==> config.mk <==
export PLATFORM = sky130hd
export DESIGN_NAME = synth_core
export DESIGN_NICKNAME = d
export VERILOG_FILES = /design/src/rtl/synth_core.sv
export SDC_FILE = /design/constraint.sdc
export NUM_CORES = 2
export LEC_CHECK = 0
export ABC_AREA = 1
export BUFFER_PORTS_ARGS = -buffer_cell sky130_fd_sc_hd__buf_2
export CELL_PAD_IN_SITES_DETAIL_PLACEMENT = 1
export CELL_PAD_IN_SITES_GLOBAL_PLACEMENT = 1
export CORE_AREA = 2 2 281 491
export CTS_CLUSTER_DIAMETER = 40
export CTS_CLUSTER_SIZE = 8
export DETAILED_ROUTE_END_ITERATION = 10
export DIE_AREA = 0 0 283 493
export PLACE_DENSITY_LB_ADDON = 0.2
export REMOVE_ABC_BUFFERS = 1
export SLEW_MARGIN = 5
export SYNTH_ARGS = -nofsm -noshare
export SYNTH_HDL_FRONTEND = slang
export SYNTH_SLANG_ARGS = --single-unit
export TNS_END_PERCENT = 100
==> constraint.sdc <==
create_clock -name clk_50mhz -period 17.05 [get_ports clk_50mhz]
set_input_delay 1.705 -clock clk_50mhz [delete_from_list [all_inputs] [get_ports clk_50mhz]]
set_output_delay 1.705 -clock clk_50mhz [all_outputs]
set_load 0.01 [all_outputs]
==> src/rtl/synth_core.sv <==
// Five-channel tone synthesizer. Every channel advances once per synchronized 48 kHz tick.
// The stereo mix is registered on that same tick.
module synth_core #(
    parameter int NCH     = 5,
    parameter int NREGS   = 36,
    parameter int ENV_DIV = 64
) (
    input  logic               clk_50mhz,
    input  logic               reset_n,
    input  logic               clk_48khz,
    input  logic [7:0]         regs [0:NREGS-1],
    output logic signed [15:0] audio_out_left,
    output logic signed [15:0] audio_out_right,
    output logic               dummys [0:NCH-1]
);

    logic sync_a, sync_b, sync_prev;
    logic tick;

    always_ff @(posedge clk_50mhz or negedge reset_n) begin
        if (!reset_n) begin
            sync_a    <= 1'b0;
            sync_b    <= 1'b0;
            sync_prev <= 1'b0;
        end else begin
            sync_a    <= clk_48khz;
            sync_b    <= sync_a;
            sync_prev <= sync_b;
        end
    end

    assign tick = sync_b & ~sync_prev;

    logic signed [15:0] left_part  [NCH];
    logic signed [15:0] right_part [NCH];

    for (genvar k = 0; k < NCH; k++) begin : g_ch
        localparam int B = (k == 0) ? 0 : (k == 1) ? 9 : (k == 2) ? 18 : (k == 3) ? 24 : 30;

        logic [7:0]  ctrl, duty, pan, rate;
        logic [15:0] inc;
        logic        enable, trig;
        logic [3:0]  vol;
        logic [1:0]  wave;

        logic        tog;
        logic [15:0] phase, env_cnt;
        logic [3:0]  env;
        logic [14:0] lfsr;

        logic [15:0]        freq_new, env_cnt_new, phase_eff, env_period;
        logic [3:0]         env_new;
        logic [14:0]        lfsr_eff, lfsr_new;
        logic [16:0]        phase_sum;
        logic [7:0]         p;
        logic [6:0]         tri_t;
        logic signed [7:0]  w;
        logic signed [11:0] v;

        assign ctrl       = regs[B];
        assign inc        = {regs[B+2], regs[B+1]};
        assign duty       = regs[B+3];
        assign pan        = regs[B+4];
        assign rate       = regs[B+5];
        assign enable     = ctrl[7];
        assign wave       = ctrl[5:4];
        assign vol        = ctrl[3:0];
        assign trig       = ctrl[6] ^ tog;
        assign env_period = 16'(rate) * 16'(ENV_DIV);

        if (k < 2) begin : g_sweep
            logic [15:0] freq, sweep_cnt, sweep_cnt_new, sweep_period;
            logic [17:0] freq_sum;

            assign sweep_period = 16'(regs[B+6]) * 16'(ENV_DIV);
            assign freq_sum     = {2'b00, freq} + {{10{regs[B+7][7]}}, regs[B+7]};

            always_comb begin
                freq_new      = freq;
                sweep_cnt_new = sweep_cnt;
                if (trig || regs[B+6] == 8'd0) begin
                    freq_new      = inc;
                    sweep_cnt_new = '0;
                end else if (sweep_cnt + 16'd1 >= sweep_period) begin
                    sweep_cnt_new = '0;
                    if (freq_sum[17])
                        freq_new = '0;
                    else if (freq_sum[16])
                        freq_new = 16'hFFFF;
                    else
                        freq_new = freq_sum[15:0];
                end else begin
                    sweep_cnt_new = sweep_cnt + 16'd1;
                end
            end

            always_ff @(posedge clk_50mhz or negedge reset_n) begin
                if (!reset_n) begin
                    freq      <= '0;
                    sweep_cnt <= '0;
                end else if (tick) begin
                    freq      <= freq_new;
                    sweep_cnt <= sweep_cnt_new;
                end
            end
        end else begin : g_fixed
            assign freq_new = inc;
        end

        // The envelope value used in a tick's sample already includes that tick's decay step.
        always_comb begin
            env_new     = env;
            env_cnt_new = env_cnt;
            if (trig || rate == 8'd0) begin
                env_new     = vol;
                env_cnt_new = '0;
            end else if (env_cnt + 16'd1 >= env_period) begin
                env_new     = (env == 4'd0) ? 4'd0 : env - 4'd1;
                env_cnt_new = '0;
            end else begin
                env_cnt_new = env_cnt + 16'd1;
            end
        end

        always_comb begin
            phase_eff = (trig || !enable) ? 16'd0 : phase;
            lfsr_eff  = trig ? 15'h7FFF : lfsr;
            phase_sum = enable ? ({1'b0, phase_eff} + {1'b0, freq_new}) : 17'd0;
            lfsr_new  = phase_sum[16] ? {lfsr_eff[13:0], lfsr_eff[14] ^ lfsr_eff[13]} : lfsr_eff;
            p         = phase_eff[15:8];
            tri_t     = p[7] ? ~p[6:0] : p[6:0];
            w         = '0;
            // 2t-127 equals {t,1} with its MSB flipped, which keeps the triangle in 8 bits.
            unique case (wave)
                2'd0:    w = (p < duty) ? 8'sd127 : -8'sd127;
                2'd1:    w = (p == 8'h00) ? -8'sd127 : $signed({~p[7], p[6:0]});
                2'd2:    w = $signed({~tri_t[6], tri_t[5:0], 1'b1});
                default: w = lfsr_eff[0] ? 8'sd127 : -8'sd127;
            endcase
            v = enable ? ($signed({{4{w[7]}}, w}) * $signed({8'b0, env_new})) : 12'sd0;
        end

        assign left_part[k]  = $signed({{4{v[11]}}, v}) * $signed({12'b0, pan[7:4]});
        assign right_part[k] = $signed({{4{v[11]}}, v}) * $signed({12'b0, pan[3:0]});

        always_ff @(posedge clk_50mhz or negedge reset_n) begin
            if (!reset_n) begin
                tog     <= 1'b0;
                phase   <= '0;
                env     <= '0;
                env_cnt <= '0;
                lfsr    <= 15'h7FFF;
            end else if (tick) begin
                tog     <= ctrl[6];
                phase   <= phase_sum[15:0];
                env     <= env_new;
                env_cnt <= env_cnt_new;
                lfsr    <= lfsr_new;
            end
        end

        assign dummys[k] = tog;
    end

    logic unused_reserved;
    assign unused_reserved = ^{regs[8], regs[17]};

    function automatic logic signed [15:0] sat16(input logic signed [18:0] s);
        logic signed [18:0] h;
        h = s >>> 1;
        if (h > 19'sd32767)
            return 16'sd32767;
        else if (h < -19'sd32768)
            return -16'sd32768;
        return h[15:0];
    endfunction

    logic signed [18:0] sum_l, sum_r;

    always_comb begin
        sum_l = '0;
        sum_r = '0;
        for (int k = 0; k < NCH; k++) begin
            sum_l = sum_l + {{3{left_part[k][15]}}, left_part[k]};
            sum_r = sum_r + {{3{right_part[k][15]}}, right_part[k]};
        end
    end

    always_ff @(posedge clk_50mhz or negedge reset_n) begin
        if (!reset_n) begin
            audio_out_left  <= '0;
            audio_out_right <= '0;
        end else if (tick) begin
            audio_out_left  <= sat16(sum_l);
            audio_out_right <= sat16(sum_r);
        end
    end

endmodule

Word level (Yosys, flattened, before mapping)

Index checks and enable logic that the tools add are counted.

Flip-flop bits (word level): 359
Output and inout bits: 37
Logic and storage cells: 267

Add/sub/neg operators: 27
$mul: 15
Order comparisons: 16
Equality and inequality tests: 10
Multiplexer cells: 99
Bitwise logic cells: 27
Reductions and logical operators: 39

Operators with widths:

| cell                                                                               | number |
|---|---|
| 16-bit two-way mux                                                                 | 33 |
| 12-bit by 5-bit multiplier with 16-bit output                                      | 10 |
| 15-bit two-way mux                                                                 | 10 |
| 8-bit two-way mux                                                                  | 15 |
| 8-bit one-hot mux with 3 select lines                                              | 5 |
| 16-bit by 16-bit adder with 17-bit output                                          | 7 |
| 16-bit by 1-bit adder with 16-bit output (second input constant)                   | 7 |
| 16-bit by 14-bit greater-or-equal comparator with 1-bit output                     | 7 |
| 8-bit zero test                                                                    | 12 |
| 17-bit two-way mux                                                                 | 5 |
| 8-bit by 5-bit multiplier with 12-bit output                                       | 5 |
| 12-bit two-way mux                                                                 | 5 |
| 4-bit two-way mux                                                                  | 15 |
| 8-bit < comparator                                                                 | 5 |
| 18-bit by 16-bit adder with 19-bit output                                          | 2 |
| 19-bit adder                                                                       | 2 |
| 17-bit by 16-bit adder with 18-bit output                                          | 2 |
| 17-bit by 8-bit adder with 18-bit output                                           | 2 |
| 18-bit by 16-bit greater-than comparator with 1-bit output (second input constant) | 2 |
| 18-bit by 16-bit < comparator with 1-bit output (second input constant)            | 2 |
| 7-bit two-way mux                                                                  | 5 |
| 7-bit inverter                                                                     | 5 |
| 4-bit zero test                                                                    | 5 |
| 4-bit by 1-bit subtractor with 4-bit output (second input constant)                | 5 |
| other kinds (9)                                                                    | 60 |

Logic depth before layout (Yosys ltp)

Depth after elaboration: 19
Mapped depth: 81

Worst setup path before layout

OpenSTA, ideal clock, no wires.

Path type: in2reg
From: in regs[94] in the netlist's numbering
To: reg audio_out_left[10]
Library setup time: 0.126 ns
Arrival: 12.545 ns
Required time: 16.924 ns
Path slack: 4.379 ns
Cell stages on the path: 63
Path buffers: 2
Cell sequence: inv_1 nand2_1 nand2_2 nor2_2 inv_2 clkbuf_1 nor2_1 ha_1 a21oi_1 o21ai_0 nand2_1 nand2_1 nor3_1 inv_1 a21oi_1 inv_1 nor2_1 ha_1 [... 27 more ...] inv_1 nand3_1 nand2_1 fa_1 inv_1 fa_1 inv_1 fa_1 inv_1 ha_1 inv_1 nor3_1 nand2_1 o21ai_0 xor2_1 o31ai_1 buf_2 a21oi_1

Word-level cells in the longest chain between the ends: 17

RTL lines:

| what                                                       | RTL line | text |
|---|---|---|
| start, declared                                            | 11       | `input logic [7:0] regs [0:NREGS-1],` |
| 1-bit bitwise XOR (*)                                      | 68       | `assign trig = ctrl[6] ^ tog;` |
| branches (longest 6 deep; another with 8-bit < comparator) | -        |  |
| 8-bit by 5-bit multiplier with 12-bit output (*)           | 140      | `v = enable ? ($signed({{4{w[7]}}, w}) * $signed({8'b0, env_new})) : 12'sd0;` |
| 12-bit two-way mux (*)                                     | 140      |  |
| 12-bit by 5-bit multiplier with 16-bit output (*)          | 143      | `assign left_part[k] = $signed({{4{v[11]}}, v}) * $signed({12'b0, pan[7:4]});` |
| 18-bit by 16-bit adder with 19-bit output (*)              | 184      | `sum_l = sum_l + {{3{left_part[k][15]}}, left_part[k]};` |
| 19-bit adder (*)                                           | 184      |  |
| 18-bit by 16-bit < comparator with 1-bit output            | 173      | `else if (h < -19'sd32768)` |
| 1-bit two-way mux                                          | 173      |  |
| 1-bit two-way mux                                          | 171      | `if (h > 19'sd32767)` |
| 1-bit two-way mux                                          | 193      | `end else if (tick) begin` |
| 16-bit two-way mux (*)                                     | 175      | `return h[15:0];` |
| end signal, assigned                                       | 194      | `audio_out_left <= sat16(sum_l);` |
| end, declared                                              | 12       | `output logic signed [15:0] audio_out_left,` |

Every way passes the cells marked *. The select of a mux whose other input is x is not followed.
A chain may end at the register's enable or synchronous reset.

Final worst setup path

From: in regs[95] in the netlist's numbering
To: reg audio_out_left[5]

Word-level cells in the longest chain between the ends: 17

RTL lines:

| what                                                                                 | RTL line |
|---|---|
| branches (longest 8 deep; another with 8-bit by 5-bit multiplier with 12-bit output) | - |
| 12-bit two-way mux (*)                                                               | 140 |
| 12-bit by 5-bit multiplier with 16-bit output (*)                                    | 143 |
| 18-bit by 16-bit adder with 19-bit output (*)                                        | 184 |
| 19-bit adder (*)                                                                     | 184 |
| 18-bit by 16-bit < comparator with 1-bit output                                      | 173 |
| 1-bit two-way mux                                                                    | 173 |
| 1-bit two-way mux                                                                    | 171 |
| 1-bit two-way mux                                                                    | 193 |
| 16-bit two-way mux (*)                                                               | 175 |

Marked as above.

==> metrics.md <==
| Metric | Value |
|---|---|
| CP delay by family, top | `adder cells` |
| Sequential area share after synthesis | `16.9%` |
| Hold Buf Count CTS | `0` |
| Post-route minimum period | `14.85 ns` |
| WP buf/inv | `13` |
| Post-synthesis cell type count | `67` |
| Final setup violation count | `0` |
| Routed vias | `49400` |
| Clk pin slew, worst setup/hold paths | `0.05 ns` |
| Hold WC Path Type | `flop to flop` |
| Root buffer cell | `clkbuf_16` |
| Worst-Margin Slew | `1.16 ns` |
| Starting Density | `39.7%` |
| Placed insts | `9493` |
| # Post-CTS Setup Buffers | `0` |
| Seq cells post-synth | `359` |
| Vias per std cell | `5.13` |
| First-pass GRT wire length | `277000 um` |
| Worst-path fanout max | `21` |
| CP peak stage delay | `0.57 ns` |
| Arrival time at the worst endpoint | `15.42 ns` |
| Status | `complete, no violations` |
| Htree depth | `3` |
| Commonest non-fill, non-tap cell in the layout | `inv_1` |
| HPWL after detailed placement | `140000 um` |
| CP Class | `input pin to flop` |
| Reg area | `0.00908 sq mm` |
| Tcrit/Tclk final | `87.1%` |
| Die Y | `493 um` |
| Post-CTS sizing | `0` |
| Top_reg_cell synth | `dfrtp_1` |
| Clk_lat worst skew | `0.70 ns` |
| Die area | `0.140 sq mm` |
| Final cell count without fillers | `9633` |
| Post-Syn Area | `0.0539 sq mm` |
| TritonRoute pass-1 iters | `5` |
| Initial antenna violation count | `13` |
| Routed Antenna Nets | `0` |
| Clk buf depth | `3` |
| Io pins | `328` |
| Fin. Hold Viols | `0` |
| FP Rows | `179` |
| Async SR Flop Fraction | `100%` |
| Initial DRC count | `1466` |
| Gr ovfl total | `0` |
| Slew Limit Fails | `0` |
| Req. time, crit path | `17.62 ns` |
| Relative slew slack | `22.6%` |
| Max frequency | `67.4 MHz` |
| Total CTS buffers | `75` |
| Mean Syn Cell Area | `7.18 sq um` |
| Share of cells above drive strength 1 | `10.0%` |
| # fillers | `17300` |
| Area growth, synth to finish | `11.3%` |
| Residual DRC | `0` |
| Clk_skew | `0.0504 ns` |
| Sink Count | `359` |
| Yosys warnings | `0` |
| Die extent in x | `283 um` |
| Gpl congestion | `0.876` |
| Number of flops mapped to enable cells by yosys | `0` |
| Core region area | `0.135 sq mm` |
| CTS tree | `built` |
| Startpoint class of the critical path | `input pin` |
| Routed len/inst | `17.5 um` |
| Fin util | `44.2%` |
| Gr usage total | `24.5%` |
| Area occupied by multi-input gates | `0.0379 sq mm` |
| CP most frequent cell | `inv_1` |
| Slowest CP cell | `xor2_1` |
| CP Capture Type | `flop` |
| Max_cap viols | `0` |
| RSZ-0062 raised after global routing | `no` |
| Vias in the first global route | `54600` |
| Mapped Cells | `7501` |
| WL final | `169000 um` |
| Fin nets | `9130` |
| WHS | `0.350 ns` |
| Largest net degree at the start of global routing | `134` |
| Most frequent cells in the layout | `inv_1, nand2_1, nor2_1` |
| PortBufs | `311` |
==> Yosys cell counts, drive strengths merged, types with 5 or more instances <==
cell     number  area (sq um)
o41ai         7          61.3
ha          652          8160
o21ai       352          1770
a32o          7          70.1
o31ai        18           135
a21boi       35           263
nor2       1008          3940
nor3         50           299
dfrtp       284          7110
a22o         70           613
and2          6          37.5
clkinv        6          23.8
nand2      1294          5040
nand4        69           453
or2          80           500
clkbuf      111           417
o22ai        91           569
nor4          8          56.3
dfstp        75          1970
a21oi       466          2350
xnor2        64           561
nand3       243          1400
inv        1659          6230
o31a          5          43.8
buf          41           233
nand3b       10          78.8
o21bai       44           330
o2111ai       9          78.8
a21o         20           150
xor2        175          1530
fa          427          8550
o211ai       31           233
a31oi        42           263
a211oi       21           158
==> kinds of logic after synthesis <==
| kind of cell | share of synthesized area [%] |
|---|---|
| AO/OA/AOI/OAI | 13.3 |
| flip-flops | 16.9 |
| multiplexers | 0.0558 |
| adder cells (fa/ha/maj) | 31.0 |
| buffers and inverters | 12.8 |
| XOR/XNOR | 3.89 |
| AND/OR/NAND/NOR | 22.0 |
==> area by class of cell <==
type	count	area share, %
clock buffers	106	3.65
well taps	1810	3.78
clock inverters	32	0.870
diodes	2	0.00835
multi-input cells	5325	63.2
flip-flops and latches	359	15.1
repair buffers	334	2.92
inverters	1665	10.4
==> through the flow <==
step | setup WS (ns) | cell area (sq um) | setup TNS [ns]
4_1_cts | 2.18 | 60000 | 0
2_1_floorplan | -1.36 | 53200 | -203.90
3_5_place_dp | 1.51 | 57200 | 0
5_1_grt | 1.19 | 60000 | 0
3_3_place_gp | 1.66 | 57200 | 0
6_report | 2.20 | 60000 | 0
==> worst paths after layout <==
check | startpoint | end | slack [ns] | depth (start not counted)
worst min-delay path | sync_a | sync_b | 0.35 | 0
worst min register to register | sync_a | sync_b | 0.35 | 0
min in group asynchronous | reset_n | g_ch[1].g_sweep.freq[14] | 0.99 | 1
worst max-delay path | regs[95] | audio_out_left[5] | 2.20 | 57
max in group asynchronous | reset_n | g_ch[3].phase[7] | 12.98 | 4
worst max register to register | g_ch[3].env_cnt[0] | audio_out_left[5] | 2.51 | 61
==> flip-flops by register name (all words and copies together), names as in the netlist <==
signal                  count
g_ch.env                   20
g_ch.tog                    5
g_ch.g_sweep.freq          32
sync_a                      1
audio_out_right            16
sync_b                      1
g_ch.env_cnt               80
audio_out_left             16
sync_prev                   1
g_ch.lfsr                  75
g_ch.phase                 80
g_ch.g_sweep.sweep_cnt     32
==> layer usage <==
metal,track usage (%),vias to the layer above,routed length [um]
met5,0,-,117
met4,10.8,20,7470
met3,2.80,284,4630
met2,49.2,585,93400
met1,25.1,24400,63200
li1,-,24100,-
Power is left out: the tool's default activity adds up to more than one toggle a clock period on the data nets, which glitch-free logic cannot reach.
